File: config.mk
export PLATFORM = sky130hd
export DESIGN_NAME = fb_fill_ctrl
export DESIGN_NICKNAME = d
export VERILOG_FILES = /design/src/rtl/fb_pkg.sv /design/src/rtl/fb_rr_arbiter.sv /design/src/rtl/fb_fill_ctrl.sv
export SDC_FILE = /design/constraint.sdc
export NUM_CORES = 1
export LEC_CHECK = 0
export BUFFER_PORTS_ARGS = -buffer_cell sky130_fd_sc_hd__buf_2
export CELL_PAD_IN_SITES_DETAIL_PLACEMENT = 0
export CELL_PAD_IN_SITES_GLOBAL_PLACEMENT = 2
export CORE_MARGIN = 1
export CORE_UTILIZATION = 28
export CTS_CLUSTER_DIAMETER = 80
export DETAILED_ROUTE_END_ITERATION = 8
export PLACE_DENSITY_LB_ADDON = 0.1
export SYNTH_ARGS = -nofsm -noshare
export SYNTH_HDL_FRONTEND = slang
export SYNTH_HIERARCHICAL = 1
export SYNTH_SLANG_ARGS = --single-unit
File: constraint.sdc
create_clock -name clock -period 3.15 [get_ports clock]
set_clock_uncertainty 0.15 [all_clocks]
set_input_delay 0.1575 -clock clock [delete_from_list [all_inputs] [get_ports clock]]
set_output_delay 0.1575 -clock clock [all_outputs]
set_load 0.03 [all_outputs]
File: src/rtl/fb_pkg.sv
// -----------------------------------------------------------------------------
// fb_pkg
// Shared definitions for the framebuffer rectangle-fill controller:
//   - fill engine state encoding
//   - configuration register offsets and CTRL bit positions
//   - default framebuffer geometry
//   - pixel (x, y) to framebuffer byte address packing
// -----------------------------------------------------------------------------
package fb_pkg;

    localparam int H_MAX_DEFAULT = 640;
    localparam int V_MAX_DEFAULT = 480;

    // Configuration register offsets (cfg_addr)
    localparam logic [1:0] REG_P0    = 2'd0;
    localparam logic [1:0] REG_P1    = 2'd1;
    localparam logic [1:0] REG_COLOR = 2'd2;
    localparam logic [1:0] REG_CTRL  = 2'd3;

    // CTRL register bit positions
    localparam int CTRL_START = 0;
    localparam int CTRL_ABORT = 1;

    typedef enum logic [1:0] {
        IDLE = 2'd0,
        FILL = 2'd1,
        DONE = 2'd2
    } fill_state_t;

    // Pixel index lives in byte-address bits [19:1]: x above y, halfword aligned.
    function automatic logic [31:0] fb_pixel_addr(input logic [9:0] x, input logic [8:0] y);
        return {12'b0, x, y, 1'b0};
    endfunction

endpackage

File: src/rtl/fb_rr_arbiter.sv
// -----------------------------------------------------------------------------
// fb_rr_arbiter
// Two-requester round-robin arbiter for the shared framebuffer port.
//   clock, reset : clock and asynchronous active-high reset
//   req[1:0]     : requests (bit 0 = CPU, bit 1 = fill engine)
//   gnt[1:0]     : one-hot grant, same bit order as req
// A lone requester is always granted. When both request, the one that did not
// win the previous contended cycle is granted; the CPU wins first after reset.
// -----------------------------------------------------------------------------
module fb_rr_arbiter (
    input  logic       clock,
    input  logic       reset,
    input  logic [1:0] req,
    output logic [1:0] gnt
);

    // Requester favoured in the next contended cycle: 0 = CPU, 1 = engine.
    logic prio;

    always_comb begin
        // NOTE: assign a default first so every path drives gnt and no latch is inferred.
        gnt = 2'b00;
        case (req)
            2'b01:   gnt = 2'b01;
            2'b10:   gnt = 2'b10;
            2'b11:   gnt = prio ? 2'b10 : 2'b01;
            default: gnt = 2'b00;
        endcase
    end

    // The pointer only moves on contention, so uncontended traffic cannot
    // steal the next turn from the other requester.
    always_ff @(posedge clock or posedge reset) begin
        // NOTE: sequential state uses non-blocking assignments so every flop samples pre-edge values.
        if (reset) begin
            prio <= 1'b0;
        end else if (req == 2'b11) begin
            prio <= ~prio;
        end
    end

endmodule

File: src/rtl/fb_fill_ctrl.sv
// -----------------------------------------------------------------------------
// fb_fill_ctrl
// Rectangle fill engine sharing a framebuffer write port with a CPU.
//   clock, reset          : clock and asynchronous active-high reset
//   cpu_sel/we/addr/din   : CPU framebuffer access, passed straight to fb_*
//   cpu_ready             : CPU write accepted this cycle
//   cfg_we/addr/din       : register writes (P0, P1, COLOR, CTRL)
//   fb_sel/we/addr/din    : framebuffer port
//   busy                  : fill in progress (FILL or DONE)
//   done_irq              : one-cycle pulse when a fill completes
// The engine writes every pixel of the rectangle P0..P1 inclusive, x outer
// loop, y inner loop, one pixel per cycle in which it holds the port.
// -----------------------------------------------------------------------------
module fb_fill_ctrl
    import fb_pkg::*;
#(
    parameter int H_MAX = H_MAX_DEFAULT,
    parameter int V_MAX = V_MAX_DEFAULT
) (
    input  logic        clock,
    input  logic        reset,
    input  logic        cpu_sel,
    input  logic        cpu_we,
    input  logic [31:0] cpu_addr,
    input  logic [31:0] cpu_din,
    output logic        cpu_ready,
    input  logic        cfg_we,
    input  logic [1:0]  cfg_addr,
    input  logic [31:0] cfg_din,
    output logic        fb_sel,
    output logic        fb_we,
    output logic [31:0] fb_addr,
    output logic [31:0] fb_din,
    output logic        busy,
    output logic        done_irq
);

    localparam logic [9:0] X_LIM = 10'(H_MAX - 1);
    localparam logic [9:0] Y_LIM = 10'(V_MAX - 1);

    fill_state_t state, state_next;

    logic [9:0]  x0, x1, x_cnt;
    logic [8:0]  y0, y1, y_cnt;
    logic [11:0] color;

    logic [9:0]  cfg_x;
    logic [9:0]  cfg_y_raw;
    logic [8:0]  cfg_y;
    logic        ctrl_wr, start_req, abort_req;
    logic        rect_empty, last_pixel;
    logic        cpu_req, eng_req, eng_gnt;
    logic [1:0]  gnt;

    // Only a subset of cfg_din carries register fields.
    logic unused_cfg_bits;
    assign unused_cfg_bits = &{1'b0, cfg_din[31:26], cfg_din[15:12]};

    // Coordinates saturate at the screen edge as they are written. y is read
    // as a 10-bit value so over-range writes such as 600 saturate rather than wrap.
    assign cfg_y_raw = cfg_din[25:16];
    assign cfg_x     = (cfg_din[9:0] > X_LIM) ? X_LIM : cfg_din[9:0];
    assign cfg_y     = (cfg_y_raw > Y_LIM) ? Y_LIM[8:0] : cfg_y_raw[8:0];

    assign ctrl_wr    = cfg_we && (cfg_addr == REG_CTRL);
    assign start_req  = ctrl_wr && cfg_din[CTRL_START] && (state == IDLE);
    assign abort_req  = ctrl_wr && cfg_din[CTRL_ABORT];
    assign rect_empty = (x1 < x0) || (y1 < y0);
    assign last_pixel = (x_cnt == x1) && (y_cnt == y1);

    assign busy     = (state != IDLE);
    assign done_irq = (state == DONE);

    // ------------------------------------------------------------------
    // Port arbitration
    // ------------------------------------------------------------------
    assign cpu_req = cpu_sel && cpu_we;
    assign eng_req = (state == FILL);

    fb_rr_arbiter u_arb (
        .clock (clock),
        .reset (reset),
        .req   ({eng_req, cpu_req}),
        .gnt   (gnt)
    );

    assign eng_gnt   = gnt[1];
    // The CPU is only held off when the engine wins a contended cycle.
    assign cpu_ready = gnt[0] || !cpu_req;

    // CPU traffic passes straight through; the engine's address and data come
    // from the scan counters and COLOR register.
    always_comb begin
        fb_sel  = cpu_sel;
        fb_we   = cpu_we;
        fb_addr = cpu_addr;
        fb_din  = cpu_din;
        if (eng_gnt) begin
            fb_sel  = 1'b1;
            fb_we   = 1'b1;
            fb_addr = fb_pixel_addr(x_cnt, y_cnt);
            fb_din  = {20'b0, color};
        end
    end

    // ------------------------------------------------------------------
    // Configuration registers: frozen while a fill is in progress
    // ------------------------------------------------------------------
    always_ff @(posedge clock or posedge reset) begin
        if (reset) begin
            x0    <= '0;
            y0    <= '0;
            x1    <= '0;
            y1    <= '0;
            color <= '0;
        end else if (cfg_we && (state == IDLE)) begin
            case (cfg_addr)
                REG_P0: begin
                    x0 <= cfg_x;
                    y0 <= cfg_y;
                end
                REG_P1: begin
                    x1 <= cfg_x;
                    y1 <= cfg_y;
                end
                REG_COLOR: color <= cfg_din[11:0];
                default: ;
            endcase
        end
    end

    // ------------------------------------------------------------------
    // Fill FSM
    // ------------------------------------------------------------------
    always_ff @(posedge clock or posedge reset) begin
        if (reset) begin
            state <= IDLE;
        end else begin
            state <= state_next;
        end
    end

    always_comb begin
        state_next = state;
        case (state)
            IDLE: begin
                if (start_req) begin
                    state_next = rect_empty ? DONE : FILL;
                end
            end
            FILL: begin
                // Abort beats completion: an aborted fill never raises done_irq.
                if (abort_req) begin
                    state_next = IDLE;
                end else if (eng_gnt && last_pixel) begin
                    state_next = DONE;
                end
            end
            DONE:    state_next = IDLE;
            default: state_next = IDLE;
        endcase
    end

    // Scan counters: loaded on start, stepped only when the engine owns the port.
    // x_cnt steps past x1 after the last pixel; the FSM has left FILL by then.
    always_ff @(posedge clock or posedge reset) begin
        if (reset) begin
            x_cnt <= '0;
            y_cnt <= '0;
        end else if (start_req) begin
            x_cnt <= x0;
            y_cnt <= y0;
        end else if (eng_req && eng_gnt) begin
            if (y_cnt == y1) begin
                y_cnt <= y0;
                x_cnt <= x_cnt + 10'd1;
            end else begin
                y_cnt <= y_cnt + 9'd1;
            end
        end
    end

endmodule

==> parameters.txt, run 1 <==
Parameter                              Value

Detailed routing
  Total vias in the final route ... 4045
  Detailed-routing iteration count for the pre-antenna-repair pass ... 4
  Antenna Violating Nets Remaining ... 0
  Iteration-0 DRC count of the detailed router ... 167
  Detailed-route wire length ... 12900 um
  Drt via density ... 4.65
  Per-cell routed wire length ... 14.8 um
  Count of unresolved DRC violations after routing ... 0

Worst setup path
  Worst reg2reg endpoint ... x_cnt[9]
  Required time worst endpoint ... 2.84 ns
  Cell repeated most along the worst path ... sky130_fd_sc_hd__buf_4
  Register-to-register setup slack ... 0.58 ns
  Path type of the worst setup path ... reg -> out
  Launching element type of the critical path ... flop
  Startpoint of the worst-slack reg-to-reg timing path ... state[0]
  Delay of the slowest cell on the worst path ... 0.59 ns
  Crit path max-delay family ... buffers and inverters
  Critical path, cell by cell ... nor2b_1, buf_4, a21boi_4, buf_4, mux2_2, buf_2
  Slowest cell on crit path ... sky130_fd_sc_hd__buf_4
  Number of buffer and inverter instances along the worst setup path ... 3
  Worst reg2reg path depth ... 7
  Biggest fanout along the worst timing path ... 66
  Category of the worst setup path capture point ... primary output
  Crit path DAT ... 2.42 ns

STA
  Final worst slack ... 0.418 ns
  Number of hold-slack violations in the final timing report ... 0
  Max-Slew Margin vs Limit ... 23.1%
  Shortest clock period the worst path allows after layout ... 2.73 ns
  Final worst-path cycle share ... 86.7%
  Number of pins exceeding their max-slew limit in the final report ... 0
  Final setup violation count ... 0
  RSZ-0062 raised after global routing ... false
  Final TNS setup ... 0 ns
  Worst slew pin tran ... 1.15 ns
  Worst hold slack ... 0.0150 ns
  Achievable frequency ... 366 MHz

Power and ir drop
  Share of total power consumed by net switching ... 41.8%
  Cell Int Power ... 3.09 mW
  Net switching component of the power ... 2.22 mW
  Clk pwr share ... 22.1%
  Proportion of power drawn by flip-flops and latches ... 34.5%
  Leakage power ... 2.83 nW
  Combinational power share ... 43.4%
  Max rail drop VDD ... 0.329 mV
  Power density over the cells ... 884 nW/um^2
  Final Power ... 5.32 mW

GRT
  Largest net degree at the start of global routing ... 67
  Global-route wire length before repair ... 20300 um
  Number of antenna violations at the first check in global routing ... 0
  GRT Overall Usage ... 16.2%
  Number of global-route vias before repair ... 3895
  Global route overflow ... 0

CTS
  Post-CTS clock slew at the launch and capture registers of the worst setup and hold paths ... 0.06 ns
  Num CTS Buffers ... 9
  Sinks on the clock net ... 72
  CTS tree ... yes
  Latest clock arrival within the worst-skew pair ... 0.33 ns
  Cell at the root of the clock tree ... sky130_fd_sc_hd__clkbuf_16
  CTS H-tree lvls ... 3
  Maximum count of clock buffers along a single path ... 2
  Post-CTS Repair Setup Buffers ... 0

Cells and area
  Post-layout instance area ... 6010 sq um
  Number of cells in the finished layout apart from fillers ... 869
  Share of the core filled with cells in the final layout ... 39.3%
  Final net count ... 777
  Relative area change from synthesis to final layout ... 35.9%
  Antenna Diode Count ... 0
  Most frequent standard cell in the layout excluding fill and tap cells ... sky130_fd_sc_hd__buf_2
  Fraction of layout instances using a drive strength above 1 ... 36.0%
  Fill cell instance count of the final layout ... 1587
  Leading cell types in the layout, fill and taps excluded ... sky130_fd_sc_hd__buf_2 (161), sky130_fd_sc_hd__dfrtp_1 (72), sky130_fd_sc_hd__o21ai_0 (51), sky130_fd_sc_hd__nand2_1 (50), sky130_fd_sc_hd__mux2_2 (45)

Synthesis
  Post-synth EDFFs ... 0
  Library cell with the largest summed area after synthesis ... sky130_fd_sc_hd__dfrtp_1
  Syn Nets ... 601
  Synthesized instance count ... 479
  Main area contributors after synthesis ... sky130_fd_sc_hd__dfrtp_1 (41%), sky130_fd_sc_hd__mux2_2 (11%), sky130_fd_sc_hd__o21ai_0 (5.8%)
  Fraction of synthesized cell area taken by the top area cell type ... 40.7%
  FFs w/ async S/R, synth ... 100%
  Count of cell types in the netlist ... 50
  Average cell area after synthesis ... 9.24 sq um
  Share of the yosys chip area belonging to registers ... 40.7%
  Mapped Area ... 4420 sq um
  Primary flip-flop cell chosen by synthesis mapping ... sky130_fd_sc_hd__dfrtp_1
  Post-synthesis register bit count ... 72
  Number of synthesis warnings ... 6

Run
  # Max-Cap Violations ... 0

Status
  Outcome ... finished, final reports clean

Die
  Die width ... 128 um
  Initial standard-cell utilization of the core ... 28.9%
  Die area ... 16300 sq um
  Top-Level Pins ... 172
  Placement Rows ... 45
  Die height ... 128 um
  Placeable core region ... 15300 sq um

Worst hold path
  WHS Endpoint ... y0[8]
  Worst hold path class ... in -> reg
  Beginning of the worst hold path ... cfg_din[25]
  Number of cells on the worst hold path ... 3

Placed design
  Placer congestion estimate ... 0.754
  Port bufs ... 161
  Placed wire-length estimate ... 9820 um
  Placed insts ... 834
  Placed Instance Area ... 5460 sq um
  Post-placement worst setup slack ... 0.579 ns
synthesized netlist by cell type (all sizes together) (3+ instances only):
cell type and instances:
or4 4, nand3 14, dfrtp 72, nand2 50
inv 25, nor3 3, nor2b 35, nor2 30
and2 3, nand2b 5, xor2 10, clkbuf 19
a31oi 9, o31ai 3, a21oi 14, buf 5
mux2 45, xnor2 17, ha 19, or3 7
nand4 12, o21ai 52
cell families (layout without fill, tap and decap cells):
group | after synthesis | in the layout | share of synthesized area, %
and+or+nand+nor | 173 | 173 | 20.5
buffers and inverters | 49 | 228 | 4.36
muxes | 46 | 46 | 11.7
xor gates and xnor gates | 27 | 27 | 5.34
AOI/OAI and AO/OA | 93 | 93 | 12.0
adders and majority gates | 19 | 19 | 5.37
DFF | 72 | 72 | 40.7
tightest hold or removal path: cells and delay by family:
kind                   cells  cell delay [ns]
AOI/OAI and AO/OA          1             0.13
buffers and inverters      1             0.11
and+or+nand+nor            1             0.05
sequential cells by signal (all words and copies together) (netlist names):
name and count:
color 12, state 2, u_arb/prio 1, x0 10, x1 10, x_cnt 10
y0 9, y1 9, y_cnt 9
layer usage:
layer  routed length (um)  global-route usage (%)  vias up
met5                    0                       0        -
met4                  123                    4.78        0
met3                  679                    2.75        7
met2                 5770                    26.2      124
met1                 6280                    22.3     1898
li1                     -                       -     2016
how the worst max path moves through the flow:
stage / cells after the start / slack (ns) / endpoint / startpoint
final: 6 / 0.42 / fb_addr[2] / state[0]
after global routing: 6 / 0.25 / fb_din[2] / state[0]
after CTS: 6 / 0.37 / fb_addr[15] / state[0]
after detailed placement: 8 / 0.58 / x_cnt[2] / state[0]
after global placement: 8 / 0.57 / x_cnt[2] / state[0]
after floorplan: 8 / 0.76 / x_cnt[9] / state[0]
cell type report:
class                           count  area [sq um]  share of cell area (%)
Multi-Input combinational cell    358          2440                    40.6
Inverter                           25          93.8                    1.56
Timing Repair Buffer              189          1070                    17.8
Clock buffer                       11           253                    4.20
Sequential cell                    72          1800                    30.0
Clock inverter                      3          90.1                    1.50
Tap cell                          211           264                    4.39
power by group through the flow:
stage	Clock, mW	Sequential (mW)	Combinational, mW
global placement	0	1.84	2.26
finish	1.18	1.83	2.31
detailed placement	0	1.85	2.31
global route	1.25	1.92	2.57
floorplan	0	1.62	1.80
CTS	1.21	1.84	2.34
timing repair:
action	CTS	global route
hold buffers	21	0
endpoints found under the setup margin	0	0
gates resized for setup	0	0
hold endpoints to repair	56	0
Power figures use the tool's default switching activity.
==> inputs of run 2 (changes only) <==
--- a/config.mk
+++ b/config.mk
@@ -13,6 +13,7 @@
 export CTS_CLUSTER_DIAMETER = 80
 export DETAILED_ROUTE_END_ITERATION = 8
 export PLACE_DENSITY_LB_ADDON = 0.1
+export REMOVE_ABC_BUFFERS = 1
 export SYNTH_ARGS = -nofsm -noshare
 export SYNTH_HDL_FRONTEND = slang
 export SYNTH_HIERARCHICAL = 1
==> run 2 against run 1 <==
  * Wire length shrank 0.47%
  * Combinational power is essentially flat
  * Maximum frequency down 3.4%
  * Final cell count increased by 0.58%
  * Critical path type unchanged
==> parameters.txt, run 2 (synthesis results as in run 1) <==
Parameter                              Value

GRT
  Number of antenna violations at the first check in global routing ... 0
  Global-route wire length before repair ... 19800 um
  GRT Overall Usage ... 16.1%
  Global route overflow ... 0
  Largest net degree at the start of global routing ... 52
  Number of global-route vias before repair ... 3803

Detailed routing
  Detailed-routing iteration count for the pre-antenna-repair pass ... 5
  Total vias in the final route ... 4035
  Detailed-route wire length ... 12800 um
  Iteration-0 DRC count of the detailed router ... 121
  Antenna Violating Nets Remaining ... 0
  Drt via density ... 4.62
  Count of unresolved DRC violations after routing ... 0
  Per-cell routed wire length ... 14.6 um

CTS
  Sinks on the clock net ... 72
  Resized cells post-CTS ... 0
  Post-CTS clock slew at the launch and capture registers of the worst setup and hold paths ... 0.05 ns
  CTS tree ... yes
  Maximum count of clock buffers along a single path ... 2
  Num CTS Buffers ... 9
  Latest clock arrival within the worst-skew pair ... 0.33 ns
  CTS H-tree lvls ... 3
  Cell at the root of the clock tree ... sky130_fd_sc_hd__clkbuf_16

Cells and area
  Post-layout instance area ... 5970 sq um
  Antenna Diode Count ... 0
  Relative area change from synthesis to final layout ... 35.0%
  Final net count ... 780
  Fraction of layout instances using a drive strength above 1 ... 36.0%
  Most frequent standard cell in the layout excluding fill and tap cells ... sky130_fd_sc_hd__buf_2
  Largest register by flop count ... color
  Number of flip-flops in the largest register ... 12
  Leading cell types in the layout, fill and taps excluded ... sky130_fd_sc_hd__buf_2 (161), sky130_fd_sc_hd__dfrtp_1 (72), sky130_fd_sc_hd__o21ai_0 (51), sky130_fd_sc_hd__nand2_1 (50), sky130_fd_sc_hd__mux2_2 (45)

Worst setup path
  Worst reg2reg endpoint ... x_cnt[9]
  Startpoint of the worst-slack reg-to-reg timing path ... state[0]
  Worst reg2reg path depth ... 6
  Category of the worst setup path capture point ... primary output
  Register-to-register setup slack ... 0.58 ns
  Biggest fanout along the worst timing path ... 51
  Cell repeated most along the worst path ... sky130_fd_sc_hd__buf_4
  Crit path DAT ... 2.52 ns
  Delay of the slowest cell on the worst path ... 0.49 ns
  Required time worst endpoint ... 2.84 ns
  Slowest cell on crit path ... sky130_fd_sc_hd__buf_4
  Path type of the worst setup path ... reg -> out
  Launching element type of the critical path ... flop
  Number of buffer and inverter instances along the worst setup path ... 3
  Critical path, cell by cell ... nor2b_1, a21boi_4, buf_4, buf_4, mux2_2, buf_2
  Crit path max-delay family ... buffers and inverters

STA
  Max-Slew Margin vs Limit ... 52.4%
  Worst slew pin tran ... 0.712 ns
  Shortest clock period the worst path allows after layout ... 2.83 ns
  RSZ-0062 raised after global routing ... false
  Final worst slack ... 0.321 ns
  Final setup violation count ... 0
  Final TNS setup ... 0 ns
  Number of pins exceeding their max-slew limit in the final report ... 0
  Final worst-path cycle share ... 89.8%
  Achievable frequency ... 354 MHz
  Number of hold-slack violations in the final timing report ... 0

Die
  Top-Level Pins ... 172
  Die height ... 128 um
  Placeable core region ... 15300 sq um
  Initial standard-cell utilization of the core ... 28.9%
  Die area ... 16300 sq um
  Placement Rows ... 45
  Die width ... 128 um

Placed design
  Port bufs ... 161
  Placed Instance Area ... 5490 sq um
  Placer congestion estimate ... 0.751
  Placed wire-length estimate ... 9580 um
  Post-placement worst setup slack ... 0.587 ns

Worst hold path
  Worst hold path class ... in -> reg
  Beginning of the worst hold path ... cfg_din[22]
  Number of cells on the worst hold path ... 3
  WHS Endpoint ... y1[6]

Power and ir drop
  Final Power ... 5.06 mW
  Leakage power ... 2.82 nW
  Power density over the cells ... 847 nW/um^2
  Max rail drop VDD ... 0.293 mV

Run
  # Max-Cap Violations ... 0

Status
  Outcome ... finished, final reports clean
## run 2: worst max path at each step
stage                             to  startpoint  cells after the start  slack [ns]
after floorplan             x_cnt[9]    state[0]                      6       -2.20
after CTS                  fb_din[1]    state[0]                      6        0.28
after global placement      x_cnt[9]    state[0]                      6        0.65
after detailed placement    x_cnt[7]    state[0]                      6        0.59
after global routing      fb_addr[7]    state[0]                      6        0.16
final                     fb_addr[7]    state[0]                      6        0.32
## run 2: area by class of cell
cell class,instances,area [sq um]
clock inverters,4,20.0
multi-input cells,358,2440
inverters,25,93.8
flip-flops and latches,72,1800
repair buffers,192,1110
fillers,1581,9340
clock buffers,12,246
well taps,211,264
## run 2: per-layer routing
layer	wire (um)	track usage, %	vias up
li1	-	-	2018
met1	6030	20.8	1863
met2	5850	27.2	144
met3	719	2.30	10
met4	193	6.02	0
met5	0	0	-
## run 2: worst min-delay path, cell delays in order
cell and delay (ns):
sky130_fd_sc_hd__buf_2 0.09, sky130_fd_sc_hd__nor2_1 0.06, sky130_fd_sc_hd__o21ai_0 0.15
## run 2: timing repair
item	CTS	global route
endpoints found under the hold margin	53	0
hold buffers	22	0
endpoints found under the setup margin	0	0
setup buffers	0	0
## run 2: power breakdown
part	internal, mW	switching, mW	total, mW
clock	0.549	0.383	0.932
combinational	0.976	1.37	2.34
sequential	1.32	0.467	1.78
total	2.84	2.22	5.06
## run 2: stage by stage
stage	instances	hold slack, ns	util, %
6_report	874	0.0178	39.0
5_1_grt	874	0.0484	39.0
4_1_cts	874	0.0275	39.0
3_5_place_dp	836	-0.136	35.8
3_3_place_gp	836	-0.140	35.8
2_1_floorplan	455	-0.264	-
==> inputs of run 3 (changes only) <==
--- a/config.mk
+++ b/config.mk
@@ -12,7 +12,7 @@
 export CORE_UTILIZATION = 28
 export CTS_CLUSTER_DIAMETER = 80
 export DETAILED_ROUTE_END_ITERATION = 8
-export PLACE_DENSITY_LB_ADDON = 0.1
+export PLACE_DENSITY = 0.89
 export REMOVE_ABC_BUFFERS = 1
 export SYNTH_ARGS = -nofsm -noshare
 export SYNTH_HDL_FRONTEND = slang
==> run 3 against run 2 <==
  * Setup slack better by 0.16 ns
  * Utilization fell by 0.25 points
  * Global-route usage shrank 0.48 points
  * Via count rose by 1.0%
  * Final cell count decreased by 0.46%
  * Total power shrank 0.63%
  * Die area stayed put
  * Final area decreased by 0.65%
  * First-iteration DRC count is 93% higher
  * Sequential power barely moved
  * Critical path type unchanged
==> parameters.txt, run 3 (synthesis results as in run 1) <==
Parameter                              Value

Cells and area
  Fraction of layout instances using a drive strength above 1 ... 35.5%
  Antenna Diode Count ... 0
  Most frequent standard cell in the layout excluding fill and tap cells ... sky130_fd_sc_hd__buf_2
  Number of cells in the finished layout apart from fillers ... 870
  Relative area change from synthesis to final layout ... 34.1%
  Final net count ... 778
  Largest register by flop count ... color
  Number of flip-flops in the largest register ... 12
  Leading cell types in the layout, fill and taps excluded ... sky130_fd_sc_hd__buf_2 (161), sky130_fd_sc_hd__dfrtp_1 (72), sky130_fd_sc_hd__o21ai_0 (51), sky130_fd_sc_hd__nand2_1 (50), sky130_fd_sc_hd__mux2_2 (45)

Power and ir drop
  Combinational power share ... 46.4%
  Clk pwr share ... 18.2%
  Cell Int Power ... 2.83 mW
  Leakage power ... 2.79 nW
  Net switching component of the power ... 2.20 mW
  Share of total power consumed by net switching ... 43.7%
  Power density over the cells ... 847 nW/um^2
  Proportion of power drawn by flip-flops and latches ... 35.5%
  Max rail drop VDD ... 0.283 mV
  Final Power ... 5.03 mW

Detailed routing
  Iteration-0 DRC count of the detailed router ... 234
  Count of unresolved DRC violations after routing ... 0
  Total vias in the final route ... 4077
  Detailed-route wire length ... 12500 um
  Detailed-routing iteration count for the pre-antenna-repair pass ... 4
  Drt via density ... 4.69
  Antenna Violating Nets Remaining ... 0
  Per-cell routed wire length ... 14.4 um

Placed design
  Port bufs ... 161
  Placed wire-length estimate ... 9210 um
  Placer congestion estimate ... 0.810
  Placed insts ... 834

Die
  Die width ... 128 um
  Die height ... 128 um
  Die area ... 16300 sq um
  Placeable core region ... 15300 sq um
  Initial standard-cell utilization of the core ... 28.9%
  Placement Rows ... 45
  Top-Level Pins ... 172

Worst hold path
  Worst hold path class ... in -> reg
  Beginning of the worst hold path ... cfg_din[0]
  Number of cells on the worst hold path ... 2

CTS
  Resized cells post-CTS ... 0
  CTS H-tree lvls ... 3
  Num CTS Buffers ... 9
  CTS tree ... yes
  Latest clock arrival within the worst-skew pair ... 0.34 ns
  Post-CTS clock slew at the launch and capture registers of the worst setup and hold paths ... 0.06 ns
  Sinks on the clock net ... 72
  Post-CTS Repair Setup Buffers ... 0
  Cell at the root of the clock tree ... sky130_fd_sc_hd__clkbuf_16
  Number of hold-repair buffers added at the cts stage ... 22
  Maximum count of clock buffers along a single path ... 2

Status
  Outcome ... finished, final reports clean

Worst setup path
  Required time worst endpoint ... 2.84 ns
  Crit path DAT ... 2.36 ns
  Path type of the worst setup path ... reg -> out
  Biggest fanout along the worst timing path ... 68
  Launching element type of the critical path ... flop
  Startpoint of the worst-slack reg-to-reg timing path ... state[0]
  Category of the worst setup path capture point ... primary output
  Critical Path Start ... state[0]
  Worst reg2reg path depth ... 6

STA
  Max-Slew Margin vs Limit ... 20.6%
  Final worst-path cycle share ... 84.7%
  Number of hold-slack violations in the final timing report ... 0
  Worst slew pin tran ... 1.19 ns
  Shortest clock period the worst path allows after layout ... 2.67 ns
  Number of pins exceeding their max-slew limit in the final report ... 0
  Final setup violation count ... 0
  RSZ-0062 raised after global routing ... false
  Achievable frequency ... 375 MHz

GRT
  Largest net degree at the start of global routing ... 69
  Global-route wire length before repair ... 19100 um
  Global route overflow ... 0
  GRT Overall Usage ... 15.6%
  Number of global-route vias before repair ... 3713
  Number of antenna violations at the first check in global routing ... 0

Run
  # Max-Cap Violations ... 0
## run 3: cell type report
| class | instances | area, sq um |
|---|---|---|
| timing repair buffer | 190 | 1080 |
| inverter | 25 | 93.8 |
| clock buffer | 13 | 250 |
| multi-input combinational | 358 | 2440 |
| sequential | 72 | 1800 |
| fill | 1579 | 9380 |
| tap | 211 | 264 |
| clock inverter | 1 | 5.00 |
## run 3: routing by layer
layer | GRT usage (%) | routed length, um | part of all wire (%)
met2 | 26.4 | 5940 | 48
met5 | 0 | 0 | 0
met4 | 6.78 | 287 | 2.3
met3 | 2.75 | 720 | 5.8
met1 | 19.6 | 5560 | 44
## run 3: stage by stage
stage                     utilization (%)  hold slack [ns]  TNS, ns  worst slack, ns  instance area (sq um)
final                                38.8           0.0191        0            0.481                   5930
after floorplan                         -           -0.264  -124.66            -2.20                   4330
after CTS                            38.8           0.0153        0            0.430                   5930
after detailed placement             35.6           -0.135        0            0.492                   5460
after global placement               35.6           -0.139        0            0.598                   5460
after global routing                 38.8           0.0333        0            0.297                   5930
## run 3: final timing paths
kind,slack [ns],to
max in group asynchronous,1.66,y1[0]
min in group asynchronous,0.08,u_arb/prio
worst min-delay path,0.02,color[0]
worst max register to register,0.51,state[0]
worst min register to register,0.34,y0[3]
worst max-delay path,0.48,fb_addr[16]
## run 3: power groups by stage
stage	clock (mW)	sequential [mW]	combinational [mW]
after detailed placement	0	1.80	2.33
after global routing	0.984	1.86	2.59
after global placement	0	1.79	2.28
after CTS	0.942	1.79	2.36
after floorplan	0	1.63	1.77
final	0.913	1.78	2.33
## run 3: worst max-delay path, cell delays in order, from the launching register on
cell,delay [ns]
sky130_fd_sc_hd__dfrtp_1,0.39
sky130_fd_sc_hd__nor2b_1,0.19
sky130_fd_sc_hd__a21boi_4,0.19
sky130_fd_sc_hd__buf_4,0.62
sky130_fd_sc_hd__mux2_2,0.43
sky130_fd_sc_hd__buf_2,0.18
